--- src/rtl/move_sequencer_if.sv ---
`default_nettype none
// +--------------------------------------------------------------------------+
// | Module      : move_sequencer_if                                          |
// | Description : Producer/stepper-side bundle for move_sequencer. The       |
// |               master side pushes codes, controls flush/pause and         |
// |               returns the stepper idle level. The slave side is the      |
// |               sequencer itself.                                          |
// | Revision    : 1.0 - initial release                                      |
// +--------------------------------------------------------------------------+
interface move_sequencer_if #(
  parameter int DEPTH = 16
);
  localparam int c_cnt_w = $clog2(DEPTH) + 1;

  logic [3:0]         move_in;
  logic               push;
  logic               flush;
  logic               pause;
  logic               move_done;
  logic [3:0]         next_move;
  logic               move_start;
  logic               full;
  logic [c_cnt_w-1:0] count;
  logic               busy;
  logic               error;
  logic [15:0]        moves_issued;

  modport master (
    output move_in, push, flush, pause, move_done,
    input  next_move, move_start, full, count, busy, error, moves_issued
  );

  modport slave (
    input  move_in, push, flush, pause, move_done,
    output next_move, move_start, full, count, busy, error, moves_issued
  );
endinterface
`default_nettype wire

--- src/rtl/move_sequencer.sv ---
`default_nettype none
// +--------------------------------------------------------------------------+
// | Module      : move_sequencer                                             |
// | Description : FIFO of 4-bit cube-move codes feeding the move_to_step     |
// |               stepper one move at a time. Each move is presented on      |
// |               next_move with a one-cycle move_start strobe, then the     |
// |               sequencer waits for move_done to fall (ack) and rise       |
// |               (completion) before issuing the next one.                  |
// | Options     : MOVE_SEQ_SETTLE_EN - adds a SETTLE state that enforces an  |
// |               idle gap of SETTLE_CYCLES between consecutive moves.       |
// | Revision    : 1.0 - initial release                                      |
// +--------------------------------------------------------------------------+
module move_sequencer #(
  parameter int DEPTH         = 16,
  parameter int ACK_TIMEOUT   = 64,
  parameter int SETTLE_CYCLES = 250000
) (
  input  wire logic          clock_25mhz,
  input  wire logic          reset_n,
  move_sequencer_if.slave    bus
);

  localparam int c_ptr_w = $clog2(DEPTH);
  localparam int c_cnt_w = c_ptr_w + 1;
  localparam int c_ack_w = $clog2(ACK_TIMEOUT + 1);

  localparam logic [c_cnt_w-1:0] c_cnt_full = c_cnt_w'(DEPTH);
  localparam logic [c_ack_w-1:0] c_ack_last = c_ack_w'(ACK_TIMEOUT - 1);

  typedef enum logic [2:0] {
    ST_IDLE      = 3'd0,
    ST_LOAD      = 3'd1,
    ST_ISSUE     = 3'd2,
    ST_WAIT_ACK  = 3'd3,
    ST_WAIT_DONE = 3'd4
`ifdef MOVE_SEQ_SETTLE_EN
    , ST_SETTLE  = 3'd5
`endif
  } state_t;

  // FIFO storage and bookkeeping
  logic [3:0]         r_mem [DEPTH];
  logic [c_ptr_w-1:0] r_wr_ptr;
  logic [c_ptr_w-1:0] r_rd_ptr;
  logic [c_cnt_w-1:0] r_count;

  // Sequencer state and outputs
  state_t             r_state;
  state_t             w_state_next;
  logic [3:0]         r_next_move;
  logic               r_move_start;
  logic               r_error;
  logic [15:0]        r_moves_issued;
  logic [c_ack_w-1:0] r_ack_cnt;

  // Per-cycle control decoded from the state machine
  logic w_full;
  logic w_empty;
  logic w_pop;
  logic w_wr;
  logic w_ack_clr;
  logic w_ack_inc;
  logic w_err_set;
  logic w_done_inc;

  assign w_full  = (r_count == c_cnt_full);
  assign w_empty = (r_count == '0);

  // A pop in the same cycle frees a slot, so a push into a full FIFO is
  // accepted then. Flush always wins over a simultaneous push.
  assign w_wr = bus.push && !bus.flush && (!w_full || w_pop);

`ifdef MOVE_SEQ_SETTLE_EN
  localparam int c_set_w = $clog2(SETTLE_CYCLES + 1);
  localparam logic [c_set_w-1:0] c_set_last = c_set_w'(SETTLE_CYCLES - 1);

  logic [c_set_w-1:0] r_settle_cnt;
  logic               w_settle_clr;
  logic               w_settle_inc;

  // Inter-move gap counter, restarted on entry to SETTLE
  always_ff @(posedge clock_25mhz or negedge reset_n) begin
    if (!reset_n) begin
      r_settle_cnt <= '0;
    end else if (w_settle_clr) begin
      r_settle_cnt <= '0;
    end else if (w_settle_inc) begin
      r_settle_cnt <= r_settle_cnt + 1'b1;
    end
  end
`endif

  // State register
  always_ff @(posedge clock_25mhz or negedge reset_n) begin
    if (!reset_n) begin
      r_state <= ST_IDLE;
    end else begin
      r_state <= w_state_next;
    end
  end

  // Next-state and control decode
  always_comb begin
    w_state_next = r_state;
    w_pop        = 1'b0;
    w_ack_clr    = 1'b0;
    w_ack_inc    = 1'b0;
    w_err_set    = 1'b0;
    w_done_inc   = 1'b0;
`ifdef MOVE_SEQ_SETTLE_EN
    w_settle_clr = 1'b0;
    w_settle_inc = 1'b0;
`endif
    case (r_state)
      ST_IDLE: begin
        if (!w_empty && !bus.pause && !r_error && bus.move_done) begin
          w_state_next = ST_LOAD;
        end
      end
      ST_LOAD: begin
        // A flush on the IDLE->LOAD edge can leave nothing to pop; in that
        // case nothing is issued and the sequencer simply returns to IDLE.
        if (!w_empty) begin
          w_pop        = 1'b1;
          w_state_next = ST_ISSUE;
        end else begin
          w_state_next = ST_IDLE;
        end
      end
      ST_ISSUE: begin
        w_ack_clr    = 1'b1;
        w_state_next = ST_WAIT_ACK;
      end
      ST_WAIT_ACK: begin
        if (!bus.move_done) begin
          w_state_next = ST_WAIT_DONE;
        end else if (r_ack_cnt == c_ack_last) begin
          w_err_set    = 1'b1;
          w_state_next = ST_IDLE;
        end else begin
          w_ack_inc = 1'b1;
        end
      end
      ST_WAIT_DONE: begin
        if (bus.move_done) begin
          w_done_inc = 1'b1;
`ifdef MOVE_SEQ_SETTLE_EN
          w_settle_clr = 1'b1;
          w_state_next = ST_SETTLE;
`else
          w_state_next = ST_IDLE;
`endif
        end
      end
`ifdef MOVE_SEQ_SETTLE_EN
      ST_SETTLE: begin
        if (r_settle_cnt == c_set_last) begin
          w_state_next = ST_IDLE;
        end else begin
          w_settle_inc = 1'b1;
        end
      end
`endif
      default: begin
        w_state_next = ST_IDLE;
      end
    endcase
  end

  // FIFO data write; storage needs no reset since count gates every read
  always_ff @(posedge clock_25mhz) begin
    if (w_wr) begin
      r_mem[r_wr_ptr] <= bus.move_in;
    end
  end

  // FIFO pointers and occupancy; flush discards everything queued
  always_ff @(posedge clock_25mhz or negedge reset_n) begin
    if (!reset_n) begin
      r_wr_ptr <= '0;
      r_rd_ptr <= '0;
      r_count  <= '0;
    end else if (bus.flush) begin
      r_wr_ptr <= '0;
      r_rd_ptr <= '0;
      r_count  <= '0;
    end else begin
      if (w_wr) begin
        r_wr_ptr <= r_wr_ptr + 1'b1;
      end
      if (w_pop) begin
        r_rd_ptr <= r_rd_ptr + 1'b1;
      end
      case ({w_wr, w_pop})
        2'b10:   r_count <= r_count + 1'b1;
        2'b01:   r_count <= r_count - 1'b1;
        default: r_count <= r_count;
      endcase
    end
  end

  // Move presentation: next_move only changes on a pop, strobe follows it
  always_ff @(posedge clock_25mhz or negedge reset_n) begin
    if (!reset_n) begin
      r_next_move  <= 4'h0;
      r_move_start <= 1'b0;
    end else begin
      r_move_start <= w_pop;
      if (w_pop) begin
        r_next_move <= r_mem[r_rd_ptr];
      end
    end
  end

  // Ack watchdog counter, cleared as the strobe goes out
  always_ff @(posedge clock_25mhz or negedge reset_n) begin
    if (!reset_n) begin
      r_ack_cnt <= '0;
    end else if (w_ack_clr) begin
      r_ack_cnt <= '0;
    end else if (w_ack_inc) begin
      r_ack_cnt <= r_ack_cnt + 1'b1;
    end
  end

  // Sticky timeout flag; an explicit flush takes priority over a new timeout
  always_ff @(posedge clock_25mhz or negedge reset_n) begin
    if (!reset_n) begin
      r_error <= 1'b0;
    end else if (bus.flush) begin
      r_error <= 1'b0;
    end else if (w_err_set) begin
      r_error <= 1'b1;
    end
  end

  // Completed-move counter, free-running wrap
  always_ff @(posedge clock_25mhz or negedge reset_n) begin
    if (!reset_n) begin
      r_moves_issued <= 16'h0000;
    end else if (w_done_inc) begin
      r_moves_issued <= r_moves_issued + 16'h0001;
    end
  end

  assign bus.next_move    = r_next_move;
  assign bus.move_start   = r_move_start;
  assign bus.full         = w_full;
  assign bus.count        = r_count;
  assign bus.busy         = (r_state != ST_IDLE);
  assign bus.error        = r_error;
  assign bus.moves_issued = r_moves_issued;

endmodule
`default_nettype wire

--- src/flat_wrapper.sv ---
// flat-port wrapper written by rule: the top's interface ports become plain ports
module move_sequencer_flat 
#(
  parameter int DEPTH         = 16,
  parameter int ACK_TIMEOUT   = 64,
  parameter int SETTLE_CYCLES = 250000
)
  (clock_25mhz, reset_n, bus_move_in, bus_push, bus_flush, bus_pause, bus_move_done, bus_next_move, bus_move_start, bus_full, bus_count, bus_busy, bus_error, bus_moves_issued);
  move_sequencer_if #(.DEPTH(DEPTH)) bus_i ();
  input  wire logic clock_25mhz;
  input  wire logic reset_n;
  input wire logic [$bits(bus_i.move_in)-1:0] bus_move_in;
  input wire logic [$bits(bus_i.push)-1:0] bus_push;
  input wire logic [$bits(bus_i.flush)-1:0] bus_flush;
  input wire logic [$bits(bus_i.pause)-1:0] bus_pause;
  input wire logic [$bits(bus_i.move_done)-1:0] bus_move_done;
  output wire logic [$bits(bus_i.next_move)-1:0] bus_next_move;
  output wire logic [$bits(bus_i.move_start)-1:0] bus_move_start;
  output wire logic [$bits(bus_i.full)-1:0] bus_full;
  output wire logic [$bits(bus_i.count)-1:0] bus_count;
  output wire logic [$bits(bus_i.busy)-1:0] bus_busy;
  output wire logic [$bits(bus_i.error)-1:0] bus_error;
  output wire logic [$bits(bus_i.moves_issued)-1:0] bus_moves_issued;
  assign bus_i.move_in = bus_move_in;
  assign bus_i.push = bus_push;
  assign bus_i.flush = bus_flush;
  assign bus_i.pause = bus_pause;
  assign bus_i.move_done = bus_move_done;
  assign bus_next_move = bus_i.next_move;
  assign bus_move_start = bus_i.move_start;
  assign bus_full = bus_i.full;
  assign bus_count = bus_i.count;
  assign bus_busy = bus_i.busy;
  assign bus_error = bus_i.error;
  assign bus_moves_issued = bus_i.moves_issued;
  move_sequencer #(.DEPTH(DEPTH), .ACK_TIMEOUT(ACK_TIMEOUT), .SETTLE_CYCLES(SETTLE_CYCLES)) u_core (.clock_25mhz(clock_25mhz), .reset_n(reset_n), .bus(bus_i));
endmodule
--- config.mk ---
export PLATFORM = sky130hd
export DESIGN_NAME = move_sequencer_flat
export DESIGN_NICKNAME = d
export VERILOG_FILES = /design/src/rtl/move_sequencer_if.sv /design/src/rtl/move_sequencer.sv /design/src/flat_wrapper.sv
export SDC_FILE = /design/constraint.sdc
export NUM_CORES = 1
export LEC_CHECK = 0
export BUFFER_PORTS_ARGS = -buffer_cell sky130_fd_sc_hd__buf_2
export CAP_MARGIN = 20
export CORE_MARGIN = 3
export CORE_UTILIZATION = 35
export CTS_CLUSTER_SIZE = 28
export DETAILED_ROUTE_END_ITERATION = 8
export GPL_TIMING_DRIVEN = 0
export REMOVE_ABC_BUFFERS = 1
export SLEW_MARGIN = 20
export SYNTH_ARGS = -nofsm -noshare
export SYNTH_HDL_FRONTEND = slang
export SYNTH_SLANG_ARGS = --single-unit
--- constraint.sdc ---
create_clock -name clock_25mhz -period 6.5 [get_ports clock_25mhz]
set_input_delay 1.3 -clock clock_25mhz [delete_from_list [all_inputs] [get_ports clock_25mhz]]
set_output_delay 1.3 -clock clock_25mhz [all_outputs]
set_load 0.1 [all_outputs]
# Yosys cells after proc, flatten, opt, wreduce, memory -nomap -nowiden
# Memories as Yosys holds them, arrays and structs flattened. A register that Yosys moved wholly into a read port is not among the register bits.
# Index checks and enable logic that the tools add are counted.
classes:
  mux: 29
  n_addsub: 6
  eq_ne: 11
  n_reduce_logical: 21
op_table:
  columns: ["operator", "count"]
  rows:
  - ["16-bit by 1-bit adder with 16-bit output, second input constant", 1]
  - ["4-bit 2-to-1 mux", 4]
  - ["1-bit 2-to-1 mux", 15]
  - ["3-bit case mux with 5 select lines", 1]
  - ["7-bit 2-to-1 mux", 2]
  - ["3-bit 2-to-1 mux", 4]
  - ["5-bit case mux with 2 select lines", 1]
  - ["4-bit by 1-bit adder with 4-bit output, second input constant", 2]
  - ["2-bit nonzero test", 4]
  - ["7-bit by 1-bit adder with 7-bit output, second input constant", 1]
  - ["7-bit by 6-bit == test with 1-bit output, second input constant", 1]
  - ["3-bit by 2-bit == test with 1-bit output, second input constant", 2]
  - ["1-bit logical NOT", 6]
  - ["3-bit nonzero test", 2]
  - ["5-bit by 1-bit adder with 5-bit output, second input constant", 1]
  - ["5-bit == test, second input constant", 1]
  - ["1-bit logical AND", 5]
  - ["5-bit logical NOT", 1]
  - ["5-bit 2-to-1 mux", 1]
  - ["5-bit by 1-bit subtractor with 5-bit output, second input constant", 1]
  - ["3-bit by 1-bit == test with 1-bit output, second input constant", 1]
  - ["3-bit == test, second input constant", 1]
  - ["3-bit logical NOT", 1]
  - ["3-bit by 2-bit inequality test with 1-bit output, second input constant", 1]
  - ["other kinds (7)", 7]
word_totals:
  mem_bits_rw: 64
  inputBits: 10
  elab_cells: 76
  out_inout_bits: 29
  reg_bits: 41
  mem_count: 1
memory_table:
  columns: ["memory", "words", "word_bits", "rd", "rd_clocked_by_memory_dff", "write_ports", "line", "rtl"]
  rows:
  - ["u_core.r_mem", 16, 4, 1, 1, 1, "move_sequencer.sv:42", "logic [3:0] r_mem [DEPTH];"]

# Logic depth before layout (Yosys ltp)
depth:
  word_depth: 8
  mapped_depth: 11
  depth_no_buf: 10

# Worst setup path before layout
# Ideal clock, no wire load.
synth_path:
  path_type: "register -> output"
  startpoint: "register u_core.r_count[1], in the netlist u_core.bus.count[1]"
  endpoint: "output port bus_full"
  stages_incl_launch_ff: 4
  arrival_ns: 2.799
  required_time_ns: 5.200
  n_path_buf: 1
  path_slack_ns: 2.401
  cell_sequence: "dfrtp_1 or4_1 buf_2 nor2_1"
synth_via:
  elab_chain_cells: 1
synth_lines:
  columns: ["item", "line", "rtl"]
  rows:
  - ["start, declared", "move_sequencer.sv:45", "logic [c_cnt_w-1:0] r_count;"]
  - ["start signal, assigned", "move_sequencer.sv:195", "2'b10: r_count <= r_count + 1'b1;"]
  - ["start signal, assigned", "move_sequencer.sv:196", "2'b01: r_count <= r_count - 1'b1;"]
  - ["start signal, assigned", "move_sequencer.sv:197", "default: r_count <= r_count;"]
  - ["5-bit == test", "move_sequencer.sv:66", "assign w_full = (r_count == c_cnt_full);"]
  - ["end, declared", "flat_wrapper.sv:19", "output wire logic [$bits(bus_i.full)-1:0] bus_full;"]
# Every way passes these cells.

# Worst setup path after layout
layout_path:
  startpoint: "register u_core.r_count[1], in the netlist u_core.bus.count[1]"
  endpoint: "register u_core.r_count[4], in the netlist u_core.bus.count[4]"
layout_via:
  elab_chain_cells: 8
  elab_cells_between_ends: 14
  cone_classes: "2 x add/sub; 3 x eq/ne; 4 x mux; 5 x reduce/logical"
layout_lines:
  columns: ["item", "line", "rtl"]
  rows:
  - ["5-bit logical NOT *", "move_sequencer.sv:67", "assign w_empty = (r_count == '0);"]
  - ["1-bit 2-to-1 mux *", "move_sequencer.sv:123", "if (!w_empty) begin"]
  - ["1-bit 2-to-1 mux *", "move_sequencer.sv:114", "case (r_state)"]
  - ["via u_core.w_pop", "move_sequencer.sv:59", "logic w_pop;"]
  - ["1-bit logical OR", "move_sequencer.sv:71", "assign w_wr = bus.push && !bus.flush && (!w_full || w_pop);"]
  - ["1-bit logical AND", "move_sequencer.sv:71", null]
  - ["2-bit by 1-bit == test with 1-bit output or 2-bit == test (tied branches)", "move_sequencer.sv:194", "case ({w_wr, w_pop})"]
  - ["5-bit case mux with 2 select lines", "move_sequencer.sv:194", null]
  - ["5-bit 2-to-1 mux", "move_sequencer.sv:183", "end else if (bus.flush) begin"]
# Mark *: on every way through the listed nets, which the timed path passes. The rest lies on a longest branch.
# A chain may end at the register's enable or synchronous reset.

==> flow_summary.toml <==
[routing]
drtIter0Drc = 206
ant_nets = 0
detail_route.wirelength_um = 9190
first_pass_iters = 4
vias = 2832
vias_per_cell = 5.10
wl_per_cell_um = 16.6
drc_errors = 0

[worst_setup_path]
cp_slowest_cell = "or4_1"
reg2reg_to = "u_core.bus.count[4]$_DFFE_PN0P_"
reg2reg_slack_ns = 2.93
cp.buffers_inverters = 2
r2r_start = "u_core.bus.count[1]$_DFFE_PN0P_"
critical_path.cell_chain = "or4_1 -> o21ai_2 -> inv_2 -> nand2_1 -> inv_1 -> ha_1 -> nand2b_1 -> a21oi_1 -> mux2_2 -> a221oi_1"
critPathLaunchType = "register"
path_class = "reg2reg"
end_kind = "register"
worstPathMaxFanout = 11
rr_worst_depth = 10
crit_family = "compound AO/OA/AOI/OAI gates"
cpPeakStageDelay_ns = 0.68
worstPathArrival_ns = 3.81
required_ns = 6.74

[yosys]
synth-seq-cells = 109
ys_async_sr_fraction = 0.413
synth_top_cell_by_area = "edfxtp_1"
synth_top_area_share = 0.395
ys_top_cells_by_count = "edfxtp_1 (64), dfrtp_1 (45), nor2_1 (21)"
syn_area_um2 = 4860
ys.flop_type = "edfxtp_1"
avgSynthCellArea_um2 = 14.3
yosys.cell_count.top_type = "edfxtp_1"
synth_edf_count = 64
synth.distinct_cells = 50
ys_seq_area_frac = 0.627
yosys-top-cells-area = "edfxtp_1 (40%), dfrtp_1 (23%), mux4_2 (7.4%), xnor2_1 (2.9%), ha_1 (2.6%)"
synth_cells = 340
yosysWarnings = 0

[clock_network]
cts_buffers = 9
clk_pin_slew_ns = 0.07
cts_setup_buffers = 0
cts_root_buffer = "clkbuf_16"
clk_latency_ns = 0.35
cts_max_level = 3
cts_hold_buf = 0
cts_num_sinks = 109
ctsResizeCount = 0
cts_tree = "built"
clock_path_buffers = 2

[place]
numPortBuffers = 38
place_congestion = 0.795
hpwl_um = 6290
dp_slack_ns = 2.89

[finish]
drive_above_1_share = 0.222
layout.nets = 395
syn_to_final_growth_pct = 12.8
fillers = 1218
antennaDiodeCount = 0

[floorplanning]
pin_count = 39
dieHeight_um = 124
dieArea_um2 = 15300
die-width_um = 124
initial_core_util = 0.363
core_um2 = 13400
rows = 42

[sta]
final.period_utilization = 0.550
drv_slew = 0
worst_pin_slew_ns = 0.837
maxSlewHeadroom = 0.438
final-hold-violation-count = 0
fin_crit_ns = 3.57
worst_slack_ns = 2.93
grt_setup_unrepaired = "false"
setup_tns_ns = 0
skew_ns = 0.00733
setup_violations = 0
fmax_ghz = 0.280

[pwr]
peakVddDrop_uv = 200
p_per_area_nw_per_um2 = 356
p_total_w = 0.00195
leakage_nw = 2.15

[grt]
grt_antenna_before_repair = 0
grt_pass1_wl_um = 14800
grt_util_met1 = 0.173
met2_usage = 0.207
grt_use_total = 0.128
top_usage_layer = "met2"
grt_overflow_total = 0
met3_usage = 0.0313
first_global_vias = 2752
grt_max_degree = 46

[run]
max-cap-violations = 0

[outcome]
run_status = "completed"

[worst_hold_path]
worst_hold_path.endpoint = "u_core.bus.next_move[2]$_DFFE_PN0P_"
holdCritPathClass = "reg2reg"
min_path_cells = 1
min_from = "u_core.bus.next_move[2]$_DFFE_PN0P_"
==> logic make-up after synthesis <==
kind of cell	synth area share
buffers and inverters	0.0247
XOR/XNOR	0.0360
AND/OR/NAND/NOR	0.114
flip-flops	0.627
adder cells (fa/ha/maj)	0.0299
AO/OA/AOI/OAI	0.0579
multiplexers	0.111
==> flip-flops by register name (all words and copies together) (netlist names) <==
signal and cells:
u_core.r_ack_cnt 7, u_core.bus.next_move 4, u_core.bus.move_start 1, u_core.bus.count 5, u_core.bus.error 1, u_core.r_wr_ptr 4
u_core.r_state 3, u_core.bus.moves_issued 16, u_core.r_rd_ptr 4, u_core.r_mem 64
==> stage by stage <==
| stage | instance area, um^2 | util | instances | hold WS, ns |
|---|---|---|---|---|
| finish | 5480 | 0.409 | 555 | 0.473 |
| global route | 5480 | 0.409 | 555 | 0.487 |
| CTS | 5480 | 0.409 | 555 | 0.480 |
| detailed placement | 5210 | 0.389 | 539 | 0.458 |
| global placement | 5200 | 0.388 | 539 | 0.463 |
| floorplan | 4790 | - | 325 | 0.452 |
==> worst max-delay path by stage <==
stage / from / endpoint / cells after the start
floorplan: u_core.bus.count[1]$_DFFE_PN0P_ / bus_full / 2
global placement: bus_flush / u_core.bus.count[4]$_DFFE_PN0P_ / 8
detailed placement: bus_flush / u_core.bus.count[4]$_DFFE_PN0P_ / 8
CTS: u_core.bus.count[1]$_DFFE_PN0P_ / u_core.bus.count[4]$_DFFE_PN0P_ / 10
global route: u_core.bus.count[1]$_DFFE_PN0P_ / u_core.bus.count[4]$_DFFE_PN0P_ / 10
finish: u_core.bus.count[1]$_DFFE_PN0P_ / u_core.bus.count[4]$_DFFE_PN0P_ / 10
==> routing by layer <==
layer | wire length, um | up-vias
li1 | - | 1333
met1 | 4260 | 1456
met2 | 4600 | 34
met3 | 218 | 9
met4 | 114 | 0
met5 | 0 | -
==> layout make-up <==
class                      count  area, um^2  area share
tap                          176         220      0.0402
timing repair buffer          38         193      0.0351
clock buffer                  10         229      0.0418
multi-input combinational    202        1700       0.310
sequential                   109        3050       0.556
clock inverter                 6        42.5     0.00776
inverter                      14        52.6     0.00958
==> worst register-to-register path, delay by kind of cell (launching register included) <==
kind / cells / cell delay [ns]
compound gates: 3 / 1.08
simple gates: 3 / 0.94
flops: 1 / 0.43
fa+ha+maj: 1 / 0.35
mux: 1 / 0.38
buf+inv: 2 / 0.28
==> cells in the final DEF, fill, tap and decap left out, types with 10 or more instances in the layout <==
cell / Yosys / layout
mux4_2: 16 / 16
edfxtp_1: 64 / 64
buf_2: 5 / 37
mux2i_1: 10 / 10
and2_1: 14 / 14
ha_1: 10 / 10
dfrtp_1: 45 / 44
nor2_1: 21 / 21
nand3_1: 14 / 14
xnor2_1: 16 / 16
inv_1: 13 / 13
nand2_1: 17 / 17
==> power by group <==
| group | switching (W) | leakage, nW | internal (W) |
|---|---|---|---|
| clock network | 0.000248 | 0.133 | 0.000263 |
| registers | 0.0000766 | 1.19 | 0.000780 |
| logic | 0.000418 | 0.833 | 0.000169 |
Power figures use the tool's default switching activity.
